`config.mk`:
```
export PLATFORM = sky130hd
export DESIGN_NAME = instr_dispatcher
export DESIGN_NICKNAME = d
export VERILOG_FILES = /design/src/rtl/instr_dispatcher.sv
export SDC_FILE = /design/constraint.sdc
export NUM_CORES = 1
export LEC_CHECK = 0
export CAP_MARGIN = 5
export CORE_UTILIZATION = 56
export DETAILED_ROUTE_END_ITERATION = 8
export GPL_TIMING_DRIVEN = 1
export PLACE_DENSITY = 0.82
export SLEW_MARGIN = 20
export SYNTH_ARGS = -nofsm -noshare
export SYNTH_HDL_FRONTEND = slang
export SYNTH_SLANG_ARGS = --single-unit
```
`constraint.sdc`:
```
create_clock -name clk -period 8 [get_ports clk]
set_clock_uncertainty 0.2 [all_clocks]
set_input_delay 1.6 -clock clk [delete_from_list [all_inputs] [get_ports clk]]
set_output_delay 1.6 -clock clk [all_outputs]
set_load 0.01 [all_outputs]
```
`src/rtl/instr_dispatcher.sv`:
```
// rtl/instr_dispatcher.sv - hazard-aware instruction dispatcher into per-core FIFOs
module instr_dispatcher #(
  parameter int NUM_CORES = 2,
  parameter int DEPTH     = 8,
  parameter int DATA_W    = 32,
  parameter int ADDR_W    = 11
) (
  input  logic                          clk,
  input  logic                          resetn,
  input  logic                          flush,
  input  logic                          in_valid,
  input  logic [DATA_W-1:0]             in_data,
  output logic                          in_ready,
  output logic [NUM_CORES-1:0]          out_valid,
  output logic [NUM_CORES*DATA_W-1:0]   out_data,
  input  logic [NUM_CORES-1:0]          out_ready,
  output logic                          hazard_stall,
  output logic [15:0]                   stall_count
);

  localparam int CORE_W = $clog2(NUM_CORES);
  localparam int PTR_W  = $clog2(DEPTH);
  localparam int CNT_W  = PTR_W + 1;
  localparam logic [CNT_W-1:0] FULL_CNT = CNT_W'(DEPTH);

  typedef enum logic {RUN, HOLD} state_t;

  state_t                 state_q, state_d;
  logic [DATA_W-1:0]      mem_q    [NUM_CORES][DEPTH];
  logic [PTR_W-1:0]       rd_ptr_q [NUM_CORES];
  logic [PTR_W-1:0]       wr_ptr_q [NUM_CORES];
  logic [CNT_W-1:0]       count_q  [NUM_CORES];
  logic [CORE_W-1:0]      rr_ptr_q;
  logic [15:0]            stall_cnt_q;

  logic                   in_force;
  logic [CORE_W-1:0]      in_fcore;
  logic [NUM_CORES-1:0]   full, haz, push, pop;
  logic                   haz_any, haz_multi;
  logic [CORE_W-1:0]      haz_idx;
  logic [CORE_W-1:0]      tgt;
  logic                   tgt_ok;
  logic                   accept;

  assign in_force = in_data[27];
  assign in_fcore = in_data[26 -: CORE_W];

  // RAW/WAR/WAW between an incoming instruction a and a queued entry e;
  // a field only participates when its is_reg_n flag is low at both ends.
  function automatic logic conflict(input logic [DATA_W-1:0] a, input logic [DATA_W-1:0] e);
    logic raw, war, waw;
    raw = !a[23] && !e[22] && (a[ADDR_W-1:0] == e[2*ADDR_W-1:ADDR_W]);
    war = !a[22] && !e[23] && (a[2*ADDR_W-1:ADDR_W] == e[ADDR_W-1:0]);
    waw = !a[22] && !e[22] && (a[2*ADDR_W-1:ADDR_W] == e[2*ADDR_W-1:ADDR_W]);
    return raw | war | waw;
  endfunction

  // A slot holds live data when its distance from the read pointer is below count.
  function automatic logic slot_live(input logic [PTR_W-1:0] slot, input logic [PTR_W-1:0] rd,
                                     input logic [CNT_W-1:0] cnt);
    logic [PTR_W-1:0] off;
    off = slot - rd;
    return {1'b0, off} < cnt;
  endfunction

  // Per-core full flags and hazard vector from registered FIFO contents.
  always_comb begin
    haz  = '0;
    full = '0;
    for (int c = 0; c < NUM_CORES; c++) begin
      full[c] = (count_q[c] == FULL_CNT);
      for (int s = 0; s < DEPTH; s++) begin
        if (slot_live(PTR_W'(s), rd_ptr_q[c], count_q[c]) && conflict(in_data, mem_q[c][s]))
          haz[c] = 1'b1;
      end
    end
  end

  // Reduce the hazard vector to any / more-than-one / index of the single hit.
  always_comb begin
    haz_any   = 1'b0;
    haz_multi = 1'b0;
    haz_idx   = '0;
    for (int c = 0; c < NUM_CORES; c++) begin
      if (haz[c]) begin
        if (haz_any) haz_multi = 1'b1;
        haz_any = 1'b1;
        haz_idx = CORE_W'(c);
      end
    end
  end

  // Target selection: forced core, then single-hazard affinity, then round-robin.
  always_comb begin
    tgt    = '0;
    tgt_ok = 1'b0;
    if (in_force) begin
      tgt    = in_fcore;
      tgt_ok = !full[in_fcore];
    end else if (haz_multi) begin
      tgt_ok = 1'b0;
    end else if (haz_any) begin
      tgt    = haz_idx;
      tgt_ok = !full[haz_idx];
    end else begin
      for (int k = 1; k <= NUM_CORES; k++) begin
        if (!tgt_ok && !full[rr_ptr_q + CORE_W'(k)]) begin
          tgt    = rr_ptr_q + CORE_W'(k);
          tgt_ok = 1'b1;
        end
      end
    end
  end

  assign in_ready     = (state_q == RUN) && tgt_ok;
  assign accept       = in_valid && in_ready;
  assign hazard_stall = (state_q == HOLD);
  assign stall_count  = stall_cnt_q;

  // Next-state: hold while two or more cores conflict with the offered instruction.
  always_comb begin
    state_d = state_q;
    case (state_q)
      RUN:     if (in_valid && !in_force && haz_multi) state_d = HOLD;
      HOLD:    if (!in_valid || in_force || !haz_multi) state_d = RUN;
      default: state_d = RUN;
    endcase
  end

  // Per-core push/pop strobes and head outputs; empty FIFOs ignore out_ready.
  always_comb begin
    out_data = '0;
    for (int c = 0; c < NUM_CORES; c++) begin
      push[c]      = accept && (tgt == CORE_W'(c));
      pop[c]       = out_ready[c] && (count_q[c] != '0);
      out_valid[c] = (count_q[c] != '0);
      if (out_valid[c]) out_data[c*DATA_W +: DATA_W] = mem_q[c][rd_ptr_q[c]];
    end
  end

  // Control state: pointers, counts, round-robin pointer, FSM and stall counter.
  always_ff @(posedge clk or negedge resetn) begin
    if (!resetn) begin
      for (int c = 0; c < NUM_CORES; c++) begin
        rd_ptr_q[c] <= '0;
        wr_ptr_q[c] <= '0;
        count_q[c]  <= '0;
      end
      rr_ptr_q    <= CORE_W'(NUM_CORES - 1);
      state_q     <= RUN;
      stall_cnt_q <= '0;
    end else if (flush) begin
      for (int c = 0; c < NUM_CORES; c++) begin
        rd_ptr_q[c] <= '0;
        wr_ptr_q[c] <= '0;
        count_q[c]  <= '0;
      end
      rr_ptr_q    <= CORE_W'(NUM_CORES - 1);
      state_q     <= RUN;
      stall_cnt_q <= '0;
    end else begin
      for (int c = 0; c < NUM_CORES; c++) begin
        if (push[c]) wr_ptr_q[c] <= wr_ptr_q[c] + 1'b1;
        if (pop[c])  rd_ptr_q[c] <= rd_ptr_q[c] + 1'b1;
        case ({push[c], pop[c]})
          2'b10:   count_q[c] <= count_q[c] + 1'b1;
          2'b01:   count_q[c] <= count_q[c] - 1'b1;
          default: count_q[c] <= count_q[c];
        endcase
      end
      if (accept) rr_ptr_q <= tgt;
      state_q <= state_d;
      if (hazard_stall && (stall_cnt_q != 16'hFFFF)) stall_cnt_q <= stall_cnt_q + 16'd1;
    end
  end

  // FIFO storage; contents need no reset because counts gate visibility.
  always_ff @(posedge clk) begin
    for (int c = 0; c < NUM_CORES; c++) begin
      if (push[c] && !flush) mem_q[c][wr_ptr_q[c]] <= in_data;
    end
  end

endmodule

```
# After elaboration in Yosys (flattened, before gate mapping)
# Memory sizes are Yosys's and may differ from the RTL's.
# Index checks and enable logic that the tools add are counted.
# totals
regBits	38
ram_bits	512
inputBits	38
word_cells	414
mem_count	1
# op_classes
n_addsub	26
order_cmp	26
n_eq_ne	55
mux	78
n_bitwise	38
n_reduce_logical	181
# mem_list
memory	words	width	rd	rd_ports_with_merged_regs	wr	line	text
mem_q	2	256	2	0	1	29	logic [DATA_W-1:0] mem_q [NUM_CORES][DEPTH];
# ops
operator	count
$mux 256	4
$eq 11x11->1	48
$mux 32	8
$reduce_or 256->1	1
$bmux 32 s3	2
$demux 32 s3	2
$logic_and 1x1->1	126
$lt 3x4->1	16
$mux 1	50
$logic_not 1->1	42
$mux 16	2
$or 1x1->1	32
$sub 3x3->3 const A	8
$add 16x1->16 const B	1
$ge 4x4->1 const B	4
$ne 16x16->1 const B	1
$not 3->4	4
$pmux 4 s2	2
$add 3x1->3 const B	4
$mux 3	4
$mux 6	2
$reduce_bool 2->1	6
$sub 1x3->3 const A	4
$sub 2x3->3 const A	4
other kinds (14)	27

# Depth between registers and ports, before layout
# Gate-level depths: netlist (run 1).
# logic_depth
ltp_word	33
depth_mapped	24
mapped_depth_nobuf	21

# Worst setup path after synthesis (run 1)
# No wires, ideal clock.
# synth_path
path_kind	register to register
start	register rd_ptr_q[3] (netlist bit)
end	memory mem_q[0][448] (netlist bit) (enable)
setup_time_ps	501
arrival_time_ps	7056
setup_slack_ps	243
stages_incl_launch_ff	19
n_path_buf	3
period_less_slack_ps	7757
path_cell_list	dfrtp_1 -> buf_2 -> clkbuf_1 -> buf_1 -> inv_1 -> ha_1 -> xnor2_1 -> inv_1 -> ha_1 -> a21oi_1 -> a21oi_1 -> a21oi_1 -> a2111oi_2 -> nand4b_1 -> or3_4 -> o21a_2 -> nor2_2 -> nand2_1 -> nor4_1
# synth_between
elab_chain_len	24
word_cells_on_any_way	56
# synth_lines
element	line	text
from (decl)	30	logic [PTR_W-1:0] rd_ptr_q [NUM_CORES];
from (signal, indexed assignment)	164	if (pop[c]) rd_ptr_q[c] <= rd_ptr_q[c] + 1'b1;
$sub 1x3->3	62	off = slot - rd;
$lt 3x4->1	63	return {1'b0, off} < cnt;
$logic_and 1x1->1	73	if (slot_live(PTR_W'(s), rd_ptr_q[c], count_q[c]) && conflict(in_data, mem_q[c][s]))
$mux 1 (7 in a row)	73	
$mux 1 (*)	73	
$mux 1 (*)	85	if (haz[c]) begin
$mux 1 (on tied branches)	85, 86	
$mux 1 (on tied branches)	102, 85	
[... 2 more ...]	n/a	
$logic_and 1x1->1	115	assign in_ready = (state_q == RUN) && tgt_ok;
$logic_and 1x1->1	116	assign accept = in_valid && in_ready;
$logic_and 1x1->1	134	push[c] = accept && (tgt == CORE_W'(c));
$logic_and 1x1->1	180	if (push[c] && !flush) mem_q[c][wr_ptr_q[c]] <= in_data;
$mux 1	180	
$mux 256 (implied by the code)	180	
$reduce_or 256->1 (no line)	n/a	
$mux 1 (no line) / $mux 256 (equally long branches)	n/a	
to (decl)	29	
# Every way passes the cells marked *; elsewhere a longest branch is shown, timed or not.

# Final worst setup path (run 1)
# layout_path
start	input port in_data[18]
end	output port in_ready
# layout_between
elab_chain_len	21
word_cells_on_any_way	140
# layout_lines
element	line	text
from (decl)	12	input logic [DATA_W-1:0] in_data,
$eq 11x11->1	53	war = !a[22] && !e[23] && (a[2*ADDR_W-1:ADDR_W] == e[ADDR_W-1:0]);
$logic_and 1x1->1	53	
$or 1x1->1 (2 in a row)	55	return raw | war | waw;
$logic_and 1x1->1	73	
$mux 1 (8 in a row)	73	
$mux 1	85	
$mux 1 (implied by the code) (2 in a row)	104	tgt_ok = !full[haz_idx];
$logic_not 1->1	104	
$mux 1	102	end else if (haz_any) begin
$mux 1 (*)	100	end else if (haz_multi) begin
$mux 1 (*)	97	if (in_force) begin
$logic_and 1x1->1 (*)	115	
to (decl)	13	output logic in_ready,
# Every way passes the cells marked *; elsewhere a longest branch is shown, timed or not. The select of a mux whose other input is x is not followed.

==> summary.txt, run 1 <==
STA
  – Setup TNS: 0 ps
  – Slew Viols, Final: 0
  – Hold Vio Cnt, Final: 0
  – Final worst slack: 1097 ps
  – Worst hold slack: 342.3 ps
  – RSZ-0062 raised after global routing: no
  – Rel. slew slack: 0.2723
  – Final setup vio count: 0
  – Final period utilization: 0.8628
  – Slew @ Worst Pin: 1092 ps
  – Fmax: 144.9 MHz
  – Final worst path period need: 6903 ps

Place
  – Placed inst area: 30,950 um2
  – Post-DP HPWL: 56,100 um
  – DP Worst Slack: 1235 ps
  – Gpl congestion: 1.001
  – PortBufs: 121

Power and ir drop
  – Power density over the cells: 260.6 nW/um2
  – Peak supply drop: 187.6 uV
  – P_leak: 11.02 nW

Global routing
  – Initial antenna violation count: 2
  – Total GRT Usage: 0.3275
  – First-pass GRT wire length: 127,300 um
  – Top Usage Layer GRT: met2
  – Met3 Resource Use GR: 0.08135
  – Vias in the first global route: 19.58k
  – Met2 usage: 0.4935
  – Met1 Use GR: 0.4487
  – Largest net degree at the start of global routing: 50
  – Gr ovfl total: 0

Detailed routing
  – Drt pass-1 iters: 6
  – Via density per instance: 6.617
  – Average wire per standard cell: 29.22 um
  – Final ANT Viol Nets: 0
  – Initial DRC count: 2,590
  – Routed vias: 19.44k
  – WL final: 85,810 um
  – Drt drc: 0

Floorplan
  – Core Box Area: 51,410 um2
  – Die width: 230.3 um
  – IO Count: 122
  – Starting Density: 0.5678
  – Die height: 230.3 um
  – Die Area: 53,040 um2
  – Row cnt: 83

Critical path
  – CP max FO: 31
  – Crit path DAT: 5100 ps
  – R2R setup slack: 1950 ps
  – Crit path launch type: input port
  – Critical Path End Type: primary output
  – CP Data Required Time: 6200 ps
  – Setup Crit Path Kind: input port to primary output

Synth
  – Ys async rst share: 0.06909
  – Synth top area share: 0.5267
  – Synth Cell Area: 29,190 um2
  – Distinct cells, synth: 75
  – Top cell type by total area after synthesis: edfxtp_1
  – Yosys warnings: 0
  – Top-count cell post-synth: edfxtp_1
  – Synth Register Bits: 550
  – Synth Instances: 2,091
  – Post-synth top cells: edfxtp_1 (512), xor2_1 (458), nand2_1 (156), mux4_2 (128), nor4_1 (118)
  – Post-synthesis sequential area ratio: 0.5594
  – EDFF count, synth: 512
  – Syn Nets: 2,166
  – Dominant cells by area after synthesis: edfxtp_1 (53%), xor2_1 (14%), mux4_2 (9.9%)
  – Main synth FF type: edfxtp_1
  – Avg Cell Area, Syn: 13.96 um2

Cells and area
  – Storage cell area: 16,340 um2
  – Ant diodes: 0
  – Filler cells: 3,645
  – Layout cells sized above 1: 0.1573
  – Finished Cell Area: 32,770 um2
  – Layout area overhead: 12.26%
  – Multi-input gate area: 11,900 um2
  – Nets: 2,287

CTS
  – Clock transition at the registers of the reported paths: 60 ps
  – Hold_buf cts: 0
  – Clock Latency Late Sink: 640 ps
  – Num CTS Buffers: 55
  – Clk Tree Root Cell: clkbuf_16
  – CTS tree: done
  – Post_cts resized: 0
  – # clock sinks: 550
  – CTS H-tree depth: 2
  – Post-CTS Setup Repair Bufs: 0
  – Clock Tree Buf Depth: 3

Hold path
  – HP Class: register to register

Outcome
  – Status: complete, no violations

Flow run
  – Number of max-cap violations: 0
[per-layer routing]
metal	part of all wire	vias to the layer above	wire (um)
met5	0.00035	-	30
li1	-	7996	-
met1	0.37	9691	31970
met4	0.053	4	4509
met2	0.45	1469	38320
met3	0.13	275	10990
[path summary, 6_finish.rpt]
kind,start,to,depth (start not counted)
max,in_data[18],in_ready,11
min,rr_ptr_q$_DFFE_PN1P_,rr_ptr_q$_DFFE_PN1P_,2
max reg2reg,rd_ptr_q[4]$_DFFE_PN0P_,mem_q[0][142]$_DFFE_PP_,15
min reg2reg,rr_ptr_q$_DFFE_PN1P_,rr_ptr_q$_DFFE_PN1P_,2
max in group asynchronous,resetn,rd_ptr_q[3]$_DFFE_PN0P_,1
min in group asynchronous,resetn,rd_ptr_q[2]$_DFFE_PN0P_,1
[cell families (layout without fill, tap and decap cells)]
family / count (synthesis) / count (layout) / share of synthesized area
buffers and inverters: 166 / 332 / 0.03712
and+or+nand+nor: 484 / 484 / 0.08449
adders and majority gates: 37 / 37 / 0.01638
muxes: 132 / 132 / 0.1004
xor gates and xnor gates: 554 / 554 / 0.1668
DFF: 550 / 550 / 0.5594
AOI/OAI and AO/OA: 168 / 168 / 0.03549
[worst max-delay path, stage by stage]
cell and delay (ps):
buf_2 730, buf_4 360, xor2_1 180, nor4_1 60, nand3_1 140, a21oi_1 120, a2111oi_2 410, nand4b_1 260
nor3_2 400, o21a_1 240, clkdlybuf4s50_1 560
[power breakdown]
group	total, mW	switching, mW	internal (mW)	leakage (nW)
clock	2.61	1.15	1.47	0.853
combinational	2.57	1.49	1.08	5.04
sequential	3.36	0.131	3.23	5.12
[registers in the layout, summed over array words and instances (netlist names)]
| name | flops |
|---|---|
| stall_count | 16 |
| mem_q | 512 |
| rr_ptr_q | 1 |
| wr_ptr_q | 6 |
| count_q | 8 |
| rd_ptr_q | 6 |
| hazard_stall | 1 |
[area by class of cell]
class,instances,area share
repair buffers,193,0.05262
clock inverters,39,0.01252
flip-flops and latches,550,0.4986
inverters,37,0.004239
clock buffers,63,0.04292
multi-input cells,1375,0.3631
well taps,680,0.02597
[per-stage QoR]
stage | util | instances | total power [mW]
finish | 0.6374 | 2937 | 8.539
global route | 0.6374 | 2937 | 8.805
CTS | 0.6374 | 2937 | 8.515
detailed placement | 0.6021 | 2835 | 5.932
global placement | 0.6021 | 2835 | 5.885
floorplan | - | 2091 | 4.805
[placed cells by master (no fill, tap or decap), types with 4 or more instances in the layout]
cell type        count
edfxtp_1           512
xor2_1             458
nand2_1            156
mux4_2             128
nor4_1             113
a21oi_1            101
clkdlybuf4s50_1     98
xnor2_1             94
buf_4               65
clkbuf_16           55
nor2_1              49
nand3_1             49
nand4_1             38
inv_1               36
ha_1                35
dfrtp_1             33
nor3_1              25
buf_2               23
o21ai_0             16
clkinvlp_4          11
clkinv_1             9
clkinv_2             9
nor2_4               8
clkbuf_1             8
o22ai_1              7
buf_12               7
nor4_2               6
or3_1                6
and3_1               6
bufinv_16            6
a21o_1               5
and2_1               4
o21a_1               4
nor3_2               4
Note: power is estimated with default switching activity, not from simulation.
==> run 2, diff against run 1 <==
CORE_UTILIZATION = 65   (was 56)
PLACE_DENSITY = 0.9   (was 0.82)
clock period = 8.2 ns   (was 8 ns; I/O delays follow)
==> run 2 against run 1 <==
Effect of this change: critical endpoint unchanged; combinational power shrank 2%; critical path depth shrank 1; hold slack better by 10 ps; die area is 14% lower; clock power up 2%; final cell count down 3.2%; sequential share of layout area increased by 0.16 points; flip-flop and latch count unchanged; worst setup slack gained 78 ps; critical path type unchanged; global-route usage up 6.2 points; clock-buffer cell count shrank 2.
==> summary.txt, run 2 (synthesized netlist as in run 1, its figures left out) <==
Floorplan
  – Die width: 213.9 um
  – Starting Density: 0.6600
  – Core Box Area: 44,220 um2
  – Row cnt: 77
  – IO Count: 122
  – Die height: 213.9 um
  – Die Area: 45,760 um2

Place
  – Placed inst area: 30,750 um2
  – DP Worst Slack: 1376 ps
  – PortBufs: 121
  – Gpl congestion: 0.9722
  – Post-DP HPWL: 56,340 um
  – Placed cell count: 2,737

Critical path
  – Slowest cell on crit path: buf_2
  – Crit-path cells: buf_2 > xor2_1 > nor4_1 > nand4_1 > o22a_1 > a41oi_1 > nand3b_2 > o31ai_4 > o21a_1 > clkdlybuf4s50_1
  – Setup Crit Path Kind: input port to primary output
  – Critical Path End Type: primary output
  – R2R setup slack: 2170 ps
  – Crit path launch type: input port
  – R2r worst-path depth: 15
  – CP Data Required Time: 6360 ps
  – Crit Reg-Reg Endpoint: mem_q[0][355]$_DFFE_PP_
  – Crit path DAT: 5190 ps
  – Reg2reg start: rd_ptr_q[4]$_DFFE_PN0P_
  – CP max FO: 32
  – CP peak stage delay: 800 ps

STA
  – Final setup vio count: 0
  – RSZ-0062 raised after global routing: no
  – Rel. slew slack: 0.2569
  – Final worst path period need: 7025 ps
  – Slew @ Worst Pin: 1115 ps
  – Final period utilization: 0.8567
  – Slew Viols, Final: 0
  – Hold Vio Cnt, Final: 0
  – Fmax: 142.3 MHz
  – Setup TNS: 0 ps
  – Final worst slack: 1175 ps

Cells and area
  – Layout Cells excl Fill: 2,842
  – Most frequent cells in the layout: edfxtp_1 (512), xor2_1 (458), nand2_1 (156), mux4_2 (128), nor4_1 (113)
  – Nets: 2,278
  – Finished Cell Area: 32,660 um2
  – Max FFs per register: 512
  – Layout cells sized above 1: 0.1544
  – Layout area overhead: 11.90%
  – Most common cell after layout, fill and taps aside: edfxtp_1

Global routing
  – Total GRT Usage: 0.3896
  – Gr ovfl total: 0
  – Largest net degree at the start of global routing: 49
  – First-pass GRT wire length: 129,500 um
  – Vias in the first global route: 19.77k
  – Initial antenna violation count: 0

CTS
  – Hold_buf cts: 0
  – CTS H-tree depth: 2
  – Clock transition at the registers of the reported paths: 70 ps
  – # clock sinks: 550
  – Clock Tree Buf Depth: 3
  – Post-CTS Setup Repair Bufs: 0
  – Clock Latency Late Sink: 640 ps
  – Post_cts resized: 0
  – Num CTS Buffers: 56
  – CTS tree: done
  – Clk Tree Root Cell: clkbuf_16

Detailed routing
  – Routed vias: 19.48k
  – Via density per instance: 6.853
  – Drt pass-1 iters: 6
  – Average wire per standard cell: 30.78 um
  – WL final: 87,490 um
  – Drt drc: 0
  – Initial DRC count: 3,010
  – Final ANT Viol Nets: 0

Power and ir drop
  – P_leak: 11.03 nW
  – Peak supply drop: 248.0 uV
  – Final Power: 8.481 mW
  – Power density over the cells: 259.7 nW/um2

Outcome
  – Status: complete, no violations

Hold path
  – Min-delay src: rr_ptr_q$_DFFE_PN1P_
  – HP Class: register to register
  – Hold Path Depth: 2
  – Min-Delay Endpoint: rr_ptr_q$_DFFE_PN1P_

Flow run
  – Number of max-cap violations: 0
run 2: where the power goes:
part	leakage, nW	internal (mW)	switching (mW)
clock	0.925	1.56	1.11
sequential	5.12	3.15	0.148
combinational	4.98	1.05	1.47
total	11.0	5.75	2.73
run 2: layout make-up:
| cell class | instances | area [um2] |
|---|---|---|
| sequential | 550 | 16340 |
| multi-input combinational | 1375 | 11900 |
| fill | 2692 | 11560 |
| timing repair buffer | 183 | 1632 |
| clock buffer | 61 | 1441 |
| tap | 592 | 740.7 |
| clock inverter | 42 | 466.7 |
| inverter | 37 | 138.9 |
| antenna | 2 | 5.005 |
run 2: worst max-delay path, delay by kind of cell:
family / cells / cell delay, ps
xor gates and xnor gates: 1 / 140
AOI/OAI and AO/OA: 4 / 870
and+or+nand+nor: 3 / 1200
buffers and inverters: 2 / 1290
run 2: how the worst max path moves through the flow:
stage | startpoint | end | cells past startpoint
after CTS | in_data[16] | in_ready | 11
final | in_data[21] | in_ready | 10
after floorplan | rd_ptr_q[3]$_DFFE_PN0P_ | mem_q[0][448]$_DFFE_PP_ | 18
after global placement | in_data[22] | in_ready | 10
after global routing | in_data[16] | in_ready | 11
after detailed placement | in_data[13] | in_ready | 11
run 2: routing by layer:
layer | share of wire | vias up | track usage
met5 | 0 | - | 0
met4 | 0.047 | 0 | 0.1746
met3 | 0.15 | 286 | 0.1018
met2 | 0.45 | 1624 | 0.5754
met1 | 0.36 | 9571 | 0.5483
li1 | - | 7994 | -
run 2: per-stage QoR:
stage	util	hold slack [ps]
final	0.7386	352.5
after global routing	0.7384	368.6
after CTS	0.7384	350.2
after detailed placement	0.6953	337.7
after global placement	0.6954	328.0
after floorplan	-	301.9
